## src/rtl/rand_range.sv

```systemverilog
// Uniform random integer in [0, N-1] by masked rejection sampling over a free-running
// random word, with a bounded number of draws and a modular fallback on the last try.
module rand_range #(
    parameter int unsigned WIDTH     = 16,
    parameter int unsigned MAX_TRIES = 8
) (
    input  logic             clk,
    input  logic             rst,
    input  logic [31:0]      random,
    input  logic             req_valid,
    output logic             req_ready,
    input  logic [WIDTH-1:0] req_bound,
    output logic             resp_valid,
    input  logic             resp_ready,
    output logic [WIDTH-1:0] resp_value,
    output logic             resp_err,
    output logic             resp_fallback,
    output logic [15:0]      reject_cnt
);

    typedef enum logic [1:0] {
        IDLE,
        DRAW,
        HOLD
    } state_t;

    state_t           state;
    logic [WIDTH-1:0] bound;
    logic [WIDTH-1:0] mask;
    logic [WIDTH-1:0] mask_next;
    logic [WIDTH-1:0] cand;
    logic [3:0]       tries;
    logic             last_try;
    logic             unused_random;

    // Smear N-1 rightwards so every bit below its MSB is set: smallest 2^k-1 >= N-1.
    always_comb begin
        mask_next = req_bound - WIDTH'(1);
        for (int unsigned i = 0; i < $clog2(WIDTH); i++) begin
            mask_next = mask_next | (mask_next >> (1 << i));
        end
        if (req_bound <= WIDTH'(1)) begin
            mask_next = '0;
        end
    end

    assign cand          = random[WIDTH-1:0] & mask;
    assign last_try      = (tries == 4'(MAX_TRIES - 1));
    assign unused_random = ^random;

    always_ff @(posedge clk or posedge rst) begin
        if (rst) begin
            state         <= IDLE;
            bound         <= '0;
            mask          <= '0;
            tries         <= '0;
            req_ready     <= 1'b1;
            resp_valid    <= 1'b0;
            resp_value    <= '0;
            resp_err      <= 1'b0;
            resp_fallback <= 1'b0;
            reject_cnt    <= '0;
        end else begin
            case (state)
                IDLE: begin
                    if (req_valid) begin
                        bound         <= req_bound;
                        mask          <= mask_next;
                        tries         <= '0;
                        req_ready     <= 1'b0;
                        resp_fallback <= 1'b0;
                        if (req_bound == '0) begin
                            resp_value <= '0;
                            resp_err   <= 1'b1;
                            resp_valid <= 1'b1;
                            state      <= HOLD;
                        end else begin
                            resp_err <= 1'b0;
                            state    <= DRAW;
                        end
                    end
                end
                DRAW: begin
                    if (cand < bound) begin
                        resp_value    <= cand;
                        resp_fallback <= 1'b0;
                        resp_valid    <= 1'b1;
                        state         <= HOLD;
                    end else begin
                        if (reject_cnt != '1) begin
                            reject_cnt <= reject_cnt + 16'd1;
                        end
                        // cand <= 2N-2 here, so cand - N always lands inside [0, N-1].
                        if (last_try) begin
                            resp_value    <= cand - bound;
                            resp_fallback <= 1'b1;
                            resp_valid    <= 1'b1;
                            state         <= HOLD;
                        end else begin
                            tries <= tries + 4'd1;
                        end
                    end
                end
                HOLD: begin
                    if (resp_ready) begin
                        resp_valid <= 1'b0;
                        req_ready  <= 1'b1;
                        state      <= IDLE;
                    end
                end
                default: begin
                    state      <= IDLE;
                    req_ready  <= 1'b1;
                    resp_valid <= 1'b0;
                end
            endcase
        end
    end

endmodule
```

## config.mk

```make
export PLATFORM = sky130hd
export DESIGN_NAME = rand_range
export DESIGN_NICKNAME = d
export VERILOG_FILES = /design/src/rtl/rand_range.sv
export SDC_FILE = /design/constraint.sdc
export NUM_CORES = 1
export LEC_CHECK = 0
export CORE_ASPECT_RATIO = 0.7
export CORE_MARGIN = 1
export CORE_UTILIZATION = 30
export DETAILED_ROUTE_END_ITERATION = 7
export PLACE_DENSITY_LB_ADDON = 0.12
export SETUP_SLACK_MARGIN = 0.02
export SYNTH_ARGS = -nofsm -noshare
export SYNTH_HDL_FRONTEND = slang
export SYNTH_SLANG_ARGS = --single-unit
```

## constraint.sdc

```tcl
create_clock -name clk -period 2.9 [get_ports clk]
set_clock_uncertainty 0.15 [all_clocks]
set_input_delay 0.58 -clock clk [delete_from_list [all_inputs] [get_ports clk]]
set_output_delay 0.58 -clock clk [all_outputs]
set_load 0.01 [all_outputs]
```

==> results of run 1 <==
==> power by group through the flow <==
stage / logic, W / registers (W) / clock network, W
CTS: 0.00472 / 0.00163 / 0.00125
floorplan: 0.00235 / 0.00162 / 0
global route: 0.00553 / 0.00169 / 0.00130
detailed placement: 0.00418 / 0.00164 / 0
finish: 0.00505 / 0.00164 / 0.00122
global placement: 0.00414 / 0.00164 / 0
==> layer usage <==
metal	part of all wire, %	routed length, µm
met5	0	0
met4	1.1	170
met3	4.2	632
met2	43	6485
met1	52	7872
==> flip-flops by register name, indices dropped and copies added (netlist names) <==
name	count
mask	16
reject_cnt	16
state	2
tries	4
resp_value	16
bound	16
resp_fallback	1
resp_err	1
req_ready	1
resp_valid	1
==> cell families after synthesis <==
kind of cell,after synthesis
and+or+nand+nor,216
AOI/OAI and AO/OA,142
DFF,74
buffers and inverters,49
xor gates and xnor gates,36
adders and majority gates,21
muxes,4
==> per-stage QoR <==
stage | total power, W | util, % | area [µm²]
5_1_grt | 0.008513 | 51.19 | 7679
3_3_place_gp | 0.005778 | 44.40 | 6660
6_report | 0.007909 | 51.19 | 7679
4_1_cts | 0.007594 | 49.32 | 7398
2_1_floorplan | 0.003969 | - | 4830
3_5_place_dp | 0.005823 | 44.40 | 6660
==> final timing paths <==
kind	endpoint	startpoint	depth (start not counted)	slack, ns
worst min-delay path	mask[8]$_DFFE_PP0P_	mask[8]$_DFFE_PP0P_	2	0.33
worst min register to register	mask[8]$_DFFE_PP0P_	mask[8]$_DFFE_PP0P_	2	0.33
min in group asynchronous	tries[0]$_DFFE_PP0P_	rst	3	0.48
max in group asynchronous	mask[0]$_DFFE_PP0P_	rst	3	1.77
worst max register to register	resp_value[14]$_DFFE_PP0P_	mask[0]$_DFFE_PP0P_	12	-0.08
worst max-delay path	resp_value[14]$_DFFE_PP0P_	random[2]	11	-0.08
==> placed cells by master, fill, tap and decap left out, drive strengths merged, types with 12 or more instances in the layout <==
cell type	count
ha	20
clkdlybuf4s50	42
xnor2	29
nor3	12
and2	17
nand2	83
buf	170
o21ai	49
nand3	14
dfrtp	73
inv	29
nor2	36
a21oi	22
==> synthesized netlist by cell type (2+ instances only) <==
cell type  count  area share (%)
or4_4          2            0.48
o21bai_1       2            0.32
nor3_1        11             1.2
o31ai_1        5            0.80
or3_1          2            0.27
a22o_1         9             1.7
a21oi_1       22             2.3
and2_1        17             2.3
nand2_1       83             6.6
o41ai_1        3            0.56
nand2b_1       6            0.80
a32o_1         2            0.43
dfrtp_1       73              39
mux2_2         2            0.48
nor2_1        35             2.8
clkbuf_1      17             1.4
xnor2_1       29             5.4
or4_1          5            0.80
o221ai_1       2            0.37
and4_1         2            0.37
inv_1         28             2.2
o22ai_1        2            0.27
mux2i_1        2            0.43
nor2b_1        5            0.67
nor3b_1        4            0.64
nand3b_1       3            0.48
buf_2          3            0.32
o21a_1         5            0.80
ha_1          20             5.3
or2_2          6            0.80
nand4_1        7            0.93
a21o_1        11             1.8
a22oi_1        2            0.32
nand3_1       14             1.5
o211ai_1       6            0.96
a31oi_1        8             1.1
and3_1         2            0.27
xor2_1         7             1.3
nor4_1         6            0.80
o21ai_0       49             5.2
o31a_1         2            0.37
==> area by class of cell <==
class / count / area (µm²) / area share (%)
clock buffer: 10 / 239.0 / 3.112
tap: 195 / 244.0 / 3.177
clock inverter: 6 / 88.84 / 1.157
multi-input combinational: 419 / 3201 / 41.68
timing repair buffer: 231 / 1947 / 25.35
sequential: 74 / 1854 / 24.15
inverter: 28 / 105.1 / 1.369
==> critical path: stages <==
cell and delay [ns]:
clkdlybuf4s50_1 0.46, and2_4 0.15, ha_4 0.20, a211oi_4 0.33, o21ai_2 0.09, or2_4 0.25
a21o_1 0.21, a211o_4 0.38, buf_6 0.15, a2111oi_4 0.19, a21o_1 0.11
==> what timing repair did <==
item | 4_1_cts | 5_1_grt
pin swaps | 41 | 34
resized for setup | 108 | 60
gates cloned | 0 | 0
buffers inserted | 24 | 8
setup endpoints to repair | 56 | 50
==> summary.md, run 1 <==
| Metric | Value |
|---|---|
| Mux cell area share after synthesis | `0.9057%` |
| Pwr Density | `1030 nW/µm²` |
| Ys async rst share | `100.0%` |
| Worst Hold Class | `flop to flop` |
| Status | `finished, violations left` |
| Reg power frac | `20.7%` |
| Routed length per instance | `15.74 µm` |
| Initial Utilization | `31.31%` |
| Placed cells | `916` |
| Period utilization | `102.9%` |
| Maximum root-to-sink buffer count | `2` |
| Gate power share | `63.9%` |
| Met3 GRT Util | `3.872%` |
| Final wirelength | `15160 µm` |
| Worst-Margin Slew | `0.7659 ns` |
| Initial DRC Count | `263` |
| Worst VDD drop | `0.4731 mV` |
| Port Buffer Count | `71` |
| EDFF count, synth | `0` |
| Synth Area in XOR/XNOR | `6.713%` |
| Setup crit start kind | `primary input` |
| Deepest level of the CTS H-tree | `3` |
| Fraction of layout cells with a size suffix above 1 | `37.63%` |
| Max Cap Viol | `0` |
| Slew Viols, Final | `0` |
| Largest family of logic cells by synthesized area | `simple AND/OR/NAND/NOR gates` |
| Nets | `836` |
| FF+latch count, synth | `74` |
| WS Path Type | `primary input to flop` |
| Detailed placer's ending HPWL | `11430 µm` |
| Clk slew on worst S/H paths | `0.06 ns` |
| Crit. End Element | `flop` |
| Mapped cell area | `4697 µm²` |
| ANT nets after route | `0` |
| Core area | `15000 µm²` |
| Worst-path maximum fanout | `6` |
| Die height | `106.7 µm` |
| CTS tree | `built` |
| Tot GR Track Use | `19.67%` |
| Clock sink total | `74` |
| Drt pass-1 iters | `5` |
| First-pass GRT wire length | `24450 µm` |
| Synth Flop Type | `dfrtp_1` |
| Violated checks | `setup timing` |
| Clk_lat worst skew | `0.34 ns` |
| CP arrival | `3.11 ns` |
| Placer Congestion | `0.8414` |
| Final WS setup | `-0.08494 ns` |
| DRC viols | `0` |
| Final hold viol count | `0` |
| Adder-cell share of the synthesized area | `5.754%` |
| Area delta synth->final | `63.48%` |
| Total I/O pin count | `88` |
| Vias post-DR | `4779` |
| Fillers | `1438` |
| YS warnings | `0` |
| Die Width | `151.6 µm` |
| P_sw | `0.003111 W` |
| Leak | `3.454 nW` |
| Clk root buf | `clkbuf_16` |
| Place WS | `-0.8765 ns` |
| M1 GR Usage | `29.87%` |
| Largest net degree at the start of global routing | `75` |
| Hold slack final | `0.3310 ns` |
| Int Pwr | `0.004798 W` |
| Final setup fails | `16` |
| Vias/cell | `4.963` |
| Worst endpoint required time | `3.03 ns` |
| Synth Area in Compound Gates | `19.98%` |
| Clk network pwr share | `15.5%` |
| Die Footprint | `16170 µm²` |
| GRT Residual Overflow | `0` |
| Post-layout min period | `2.985 ns` |
| Final non-filler cell total | `963` |
| Synth Area in Simple Gates | `23.04%` |
| Diode count | `0` |
| Syn Area/Cell | `8.666 µm²` |
| Vias in the first global route | `4756` |
| RSZ-0062 raised after global routing | `true` |
| Post-Synthesis Cells | `542` |
| Headroom to the max-slew limit | `48.40%` |
| Most used routing layer | `met1` |
| Setup TNS | `-0.9197 ns` |
| Cell Rows | `37` |
| Post-CTS Hold Buffers | `0` |
| Sw frac | `39.33%` |
| Sequential share of the synthesized area | `39.45%` |
| Initial antenna violation count | `0` |
| Total CTS buffers | `9` |
| Post-Syn Nets | `615` |
| Distinct cell type count after synthesis | `62` |
| Met2 Usage GRT | `28.41%` |
| F_max | `0.3350 GHz` |
(Power assumes the default switching activity.)
==> run 2, diff against run 1 <==
--- a/config.mk
+++ b/config.mk
@@ -10,7 +10,7 @@
 export CORE_UTILIZATION = 30
 export DETAILED_ROUTE_END_ITERATION = 7
 export PLACE_DENSITY_LB_ADDON = 0.12
-export SETUP_SLACK_MARGIN = 0.02
+export SETUP_SLACK_MARGIN = 0.5
 export SYNTH_ARGS = -nofsm -noshare
 export SYNTH_HDL_FRONTEND = slang
 export SYNTH_SLANG_ARGS = --single-unit
==> summary.md, run 2 (synthesized netlist as in run 1, its figures left out) <==
| Metric | Value |
|---|---|
| Status | `finished, violations left` |
| Violated checks | `setup timing` |
| Largest net degree at the start of global routing | `75 (unchanged)` |
| Most frequent cells in the layout | `134 x buf_4, 72 x dfrtp_1, 70 x nand2_1, 41 x clkdlybuf4s50_1, 35 x o21ai_0` |
| GRT Residual Overflow | `0 (unchanged)` |
| Reg-to-reg endpoint | `resp_value[3]$_DFFE_PP0P_` |
| Routed length per instance | `15.79 µm (+0.32%)` |
| Hold Path Sink | `mask[2]$_DFFE_PP0P_` |
| Slew Viols, Final | `0 (unchanged)` |
| Slowest cell on the critical path | `dfrtp_2` |
| WS Path Type | `flop to flop` |
| P_sw | `0.003226 W (+3.7%)` |
| CP peak stage delay | `0.44 ns (-0.02 ns)` |
| Initial DRC Count | `258 (-1.9%)` |
| Hold Crit Start | `mask[2]$_DFFE_PP0P_` |
| Period utilization | `104.6% (+1.7 points)` |
| Reg-to-reg startpoint | `mask[0]$_DFFE_PP0P_` |
| CP arrival | `3.15 ns (+0.04 ns)` |
| Worst-Margin Slew | `0.8773 ns (+0.1114 ns)` |
| Placed cells | `917 (+0.11%)` |
| F_max | `0.3295 GHz (-1.6%)` |
| Port Buffer Count | `71 (unchanged)` |
| Vias post-DR | `4909 (+2.7%)` |
| Vias in the first global route | `4907 (+3.2%)` |
| Deepest level of the CTS H-tree | `3 (unchanged)` |
| Final WS setup | `-0.1346 ns (-0.04964 ns)` |
| Worst Hold Class | `flop to flop` |
| Clk slew on worst S/H paths | `0.06 ns (about the same)` |
| Pwr Density | `1020 nW/µm² (-1.0%)` |
| Final Cell Area | `8055 µm² (+4.9%)` |
| Cell Rows | `37 (unchanged)` |
| Worst endpoint required time | `3.02 ns (about the same)` |
| Multi-input gate area | `3466 µm² (+8.3%)` |
| Die Width | `151.6 µm (unchanged)` |
| Clk root buf | `clkbuf_16` |
| Clk network pwr share | `14.4% (-1.1 points)` |
| Drt pass-1 iters | `5 (unchanged)` |
| Reg2Reg Depth | `12 (unchanged)` |
| Diode count | `0 (unchanged)` |
| First-pass GRT wire length | `24830 µm (+1.6%)` |
| Final setup fails | `19 (+3)` |
| Core area | `15000 µm² (unchanged)` |
| Maximum root-to-sink buffer count | `2 (unchanged)` |
| R2R Setup Slk | `-0.13 ns (-0.05 ns)` |
| Area post-placement | `6734 µm² (+1.1%)` |
| Final hold viol count | `0 (unchanged)` |
| Final non-filler cell total | `967 (+0.42%)` |
| Clk_lat worst skew | `0.34 ns (about the same)` |
| Setup crit start kind | `flop` |
| Initial Utilization | `31.31% (unchanged)` |
| RSZ-0062 raised after global routing | `true` |
| Commonest non-fill, non-tap cell in the layout | `buf_4` |
| Tot GR Track Use | `19.87% (+0.20 points)` |
| Max Cap Viol | `0 (unchanged)` |
| Headroom to the max-slew limit | `41.24% (-7.2 points)` |
| Die Footprint | `16170 µm² (unchanged)` |
| Fillers | `1383 (-3.8%)` |
| Clock sink total | `74 (unchanged)` |
| Int Pwr | `0.004987 W (+3.9%)` |
| Nets | `840 (+0.48%)` |
| Reg power frac | `19.9% (-0.8 points)` |
| Detailed placer's ending HPWL | `11340 µm (-0.75%)` |
| Leak | `3.663 nW (+6.0%)` |
| Die height | `106.7 µm (unchanged)` |
| CTS tree | `built` |
| Post-layout min period | `3.035 ns (+0.04964 ns)` |
| Fraction of layout cells with a size suffix above 1 | `41.19% (+3.6 points)` |
| Worst VDD drop | `0.4823 mV (+1.9%)` |
| Worst hold stages | `2 (unchanged)` |
| Seq. cell area | `1854 µm² (unchanged)` |
| Crit. End Element | `flop` |
| ANT nets after route | `0 (unchanged)` |
| Final wirelength | `15270 µm (+0.73%)` |
| Initial antenna violation count | `0 (unchanged)` |
| Crit path from | `mask[0]$_DFFE_PP0P_` |
| Placer Congestion | `0.8488 (+0.88%)` |
| Area delta synth->final | `71.50%` |
| Worst-path maximum fanout | `5 (-1)` |
| Critical Path, Cell by Cell | `nand2_8, ha_4, inv_2, fa_2, a211oi_4, o21ai_2, or2_4, a21o_1, a211o_4, buf_12, or2_4, o21ai_2` |
| Gate power share | `65.7% (+1.8 points)` |
| Design Power | `0.008214 W (+3.8%)` |
| DRC viols | `0 (unchanged)` |
| Total I/O pin count | `88 (unchanged)` |
| Sw frac | `39.28% (-0.052 points)` |
| Total CTS buffers | `9 (unchanged)` |
| Vias/cell | `5.077 (+2.3%)` |
==> run 2: changes by cell type in the layout (fill, tap and decap cells not counted), sizes merged <==
cell	before	now
dlygate4sd2	8	15
dlymetal6s2s	8	2
buf	170	173
clkbuf	11	14
inv	29	27
clkdlybuf4s50	42	41
==> run 2: cell type report <==
cell class	instances	share of cell area, %
sequential	74	23.02
timing repair buffer	235	25.69
inverter	28	1.351
tap	195	3.029
clock buffer	12	2.936
clock inverter	4	0.9475
multi-input combinational	419	43.03
==> run 2: repair_timing <==
action,CTS,global route
gates resized for setup,176,49
pin swaps,56,27
hold buffers,0,0
gates cloned,0,0
buffers inserted,27,7
setup endpoints to repair,57,57
endpoints found under the hold margin,0,0
==> run 2: through the flow <==
stage	hold WS (ns)	worst slack (ns)	utilization (%)	TNS, ns
floorplan	0.2875	-0.08233	-	-0.9968
global placement	0.3049	-0.7423	44.89	-33.13
detailed placement	0.3085	-0.8301	44.89	-35.21
CTS	0.3317	-0.1427	51.67	-1.721
global route	0.3511	-0.2274	53.70	-4.223
finish	0.3267	-0.1346	53.70	-1.749
==> run 2: power groups by stage <==
| stage | Combinational, W | Sequential, W | Clock, W |
|---|---|---|---|
| 3_3_place_gp | 0.00424 | 0.00162 | 0 |
| 5_1_grt | 0.00593 | 0.00167 | 0.00125 |
| 4_1_cts | 0.00514 | 0.00162 | 0.00121 |
| 3_5_place_dp | 0.00427 | 0.00162 | 0 |
| 6_report | 0.00540 | 0.00163 | 0.00119 |
| 2_1_floorplan | 0.00242 | 0.00162 | 0 |
==> run 2: worst max path at each step <==
stage | endpoint | depth (start not counted)
6_report | resp_value[3]$_DFFE_PP0P_ | 12
5_1_grt | resp_value[1]$_DFFE_PP0P_ | 12
4_1_cts | resp_value[14]$_DFFE_PP0P_ | 12
3_5_place_dp | resp_value[15]$_DFFE_PP0P_ | 12
3_3_place_gp | resp_value[4]$_DFFE_PP0P_ | 12
2_1_floorplan | resp_value[15]$_DFFE_PP0P_ | 11
==> run 2: critical path, delay by kind of cell, from the launching register on <==
kind	cells	cell delay, ns
compound gates	5	1.03
fa+ha+maj	2	0.54
buf+inv	2	0.18
flops	1	0.44
simple gates	3	0.60
==> run 2: per-layer routing <==
| layer | GRT usage (%) | part of all wire (%) |
|---|---|---|
| met1 | 28.79 | 50 |
| met2 | 30.33 | 44 |
| met3 | 3.574 | 5.1 |
| met4 | 4.738 | 0.78 |
| met5 | 0 | 0 |
==> run 3, diff against run 2 <==
--- a/config.mk
+++ b/config.mk
@@ -9,6 +9,7 @@
 export CORE_MARGIN = 1
 export CORE_UTILIZATION = 30
 export DETAILED_ROUTE_END_ITERATION = 7
+export MAX_ROUTING_LAYER = met4
 export PLACE_DENSITY_LB_ADDON = 0.12
 export SETUP_SLACK_MARGIN = 0.5
 export SYNTH_ARGS = -nofsm -noshare
==> summary.md, run 3 (synthesized netlist as in run 1, its figures left out) <==
| Metric | Value |
|---|---|
| Status | `finished, violations left` |
| Violated checks | `setup timing` |
| Final WS setup | `-0.1359 ns (-0.001312 ns)` |
| Clk slew on worst S/H paths | `0.06 ns (about the same)` |
| F_max | `0.3294 GHz (about the same)` |
| Cell Rows | `37 (unchanged)` |
| Met2 Usage GRT | `30.37% (+0.033 points)` |
| Area post-placement | `6734 µm² (unchanged)` |
| P_sw | `0.003226 W (about the same)` |
| Final non-filler cell total | `967 (unchanged)` |
| Sw frac | `39.28% (about the same)` |
| Diode count | `0 (unchanged)` |
| Tot GR Track Use | `20.42% (+0.55 points)` |
| Nets | `840 (unchanged)` |
| Final setup fails | `19 (unchanged)` |
| Clock sink total | `74 (unchanged)` |
| Vias/cell | `5.052 (-0.49%)` |
| Worst endpoint required time | `3.01 ns (about the same)` |
| Commonest non-fill, non-tap cell in the layout | `buf_4` |
| Initial Utilization | `31.31% (unchanged)` |
| CTS tree | `built` |
| Largest net degree at the start of global routing | `75 (unchanged)` |
| Final wirelength | `15260 µm (about the same)` |
| Placer Congestion | `0.8622 (+1.6%)` |
| Crit. End Element | `flop` |
| Port Buffer Count | `71 (unchanged)` |
| Headroom to the max-slew limit | `43.58% (+2.3 points)` |
| GRT Residual Overflow | `0 (unchanged)` |
| Post-layout min period | `3.036 ns (+0.001312 ns)` |
| Worst-path maximum fanout | `5 (unchanged)` |
| Worst hold stages | `2 (unchanged)` |
| Detailed placer's ending HPWL | `11340 µm (unchanged)` |
| Period utilization | `104.7% (about the same)` |
| Crit path from | `mask[0]$_DFFE_PP0P_` |
| Die height | `106.7 µm (unchanged)` |
| Total CTS buffers | `9 (unchanged)` |
| Worst-Margin Slew | `0.8423 ns (-0.03500 ns)` |
| Pwr Density | `1020 nW/µm² (about the same)` |
| Routed length per instance | `15.78 µm (about the same)` |
| Worst Hold Class | `flop to flop` |
| Int Pwr | `0.004987 W (about the same)` |
| Reg-to-reg startpoint | `mask[0]$_DFFE_PP0P_` |
| Setup crit start kind | `flop` |
| Met3 GRT Util | `3.404% (-0.17 points)` |
| Initial DRC Count | `265 (+2.7%)` |
| Maximum root-to-sink buffer count | `2 (unchanged)` |
| Most used routing layer | `met2` |
| ANT nets after route | `0 (unchanged)` |
| Placed cells | `917 (unchanged)` |
| Post-CTS Hold Buffers | `0 (unchanged)` |
| Most frequent cells in the layout | `134 x buf_4, 72 x dfrtp_1, 70 x nand2_1, 41 x clkdlybuf4s50_1, 35 x o21ai_0` |
| Die Footprint | `16170 µm² (unchanged)` |
| Initial antenna violation count | `0 (unchanged)` |
| Gate power share | `65.7% (about the same)` |
| Clk root buf | `clkbuf_16` |
| Core area | `15000 µm² (unchanged)` |
| Clk network pwr share | `14.4% (about the same)` |
| Drt pass-1 iters | `5 (unchanged)` |
| Clk_lat worst skew | `0.34 ns (about the same)` |
| WS Path Type | `flop to flop` |
| M1 GR Usage | `28.85% (+0.053 points)` |
| Reg2Reg Depth | `12 (unchanged)` |
| Total I/O pin count | `88 (unchanged)` |
| DRC viols | `0 (unchanged)` |
| Place WS | `-0.8301 ns (unchanged)` |
| Vias post-DR | `4885 (-0.49%)` |
| Max Cap Viol | `0 (unchanged)` |
| RSZ-0062 raised after global routing | `true` |
| Hold Crit Start | `mask[2]$_DFFE_PP0P_` |
| Reg power frac | `19.9% (about the same)` |
| Fraction of layout cells with a size suffix above 1 | `41.19% (unchanged)` |
| Slew Viols, Final | `0 (unchanged)` |
| Worst VDD drop | `0.4816 mV (-0.15%)` |
| Final Cell Area | `8055 µm² (unchanged)` |
| First-pass GRT wire length | `24830 µm (unchanged)` |
| Hold slack final | `0.3259 ns (-0.0007950 ns)` |
| Leak | `3.663 nW (unchanged)` |
| Vias in the first global route | `4914 (+0.14%)` |
| Deepest level of the CTS H-tree | `3 (unchanged)` |
| Final hold viol count | `0 (unchanged)` |
| CP arrival | `3.15 ns (about the same)` |
| Area delta synth->final | `71.50% (unchanged)` |
| Fillers | `1383 (unchanged)` |
| Die Width | `151.6 µm (unchanged)` |
run 3: cell counts in the layout (fill, tap and decap cells not counted):
Identical to the previous run, type by type.
run 3: per-stage QoR:
step                setup TNS, ns  power [W]  util, %
detailed placement         -35.21   0.005893    44.89
global placement           -33.13   0.005864    44.89
global route               -4.219   0.008850    53.70
CTS                        -1.721   0.007968    51.67
floorplan                 -0.9968   0.004034        -
finish                     -1.799   0.008214    53.70
run 3: worst max-delay path: stages (launching register included):
cell and delay (ns):
dfrtp_2 0.44, nand2_8 0.07, ha_4 0.13, inv_2 0.04, fa_2 0.41, a211oi_4 0.28, o21ai_2 0.10, or2_4 0.25
a21o_1 0.18, a211o_4 0.36, buf_12 0.14, or2_4 0.28, o21ai_2 0.11
run 3: metal layers:
| metal | share of wire, % | up-vias |
|---|---|---|
| met5 | 0 | - |
| met4 | 0.73 | 0 |
| met3 | 4.4 | 9 |
| met2 | 44 | 113 |
| met1 | 51 | 2389 |
| li1 | - | 2374 |
run 3: cell type report:
type,count,area (µm²),area share [%]
multi-input combinational,419,3466,43.03
timing repair buffer,235,2069,25.69
sequential,74,1854,23.02
tap,195,244.0,3.029
clock buffer,12,236.5,2.936
inverter,28,108.9,1.351
clock inverter,4,76.32,0.9475
run 3: power by group through the flow:
stage	combinational, W	clock (W)	sequential, W
global route	0.00592	0.00125	0.00167
global placement	0.00424	0	0.00162
floorplan	0.00242	0	0.00162
CTS	0.00514	0.00121	0.00162
finish	0.00540	0.00118	0.00163
detailed placement	0.00427	0	0.00162
run 3: worst paths after layout:
| check | to | slack (ns) |
|---|---|---|
| hold reg to reg | mask[2]$_DFFE_PP0P_ | 0.33 |
| hold / removal | mask[2]$_DFFE_PP0P_ | 0.33 |
| setup / recovery | resp_value[3]$_DFFE_PP0P_ | -0.14 |
| setup reg to reg | resp_value[3]$_DFFE_PP0P_ | -0.14 |
| max in group asynchronous | req_ready$_DFFE_PP1P_ | 1.68 |
| min in group asynchronous | reject_cnt[5]$_DFFE_PP0P_ | 0.54 |
run 3: timing repair:
item / in CTS / in global routing
gates resized for setup: 176 / 49
pin swaps: 56 / 27
setup endpoints to repair: 57 / 57
setup buffers: 27 / 7
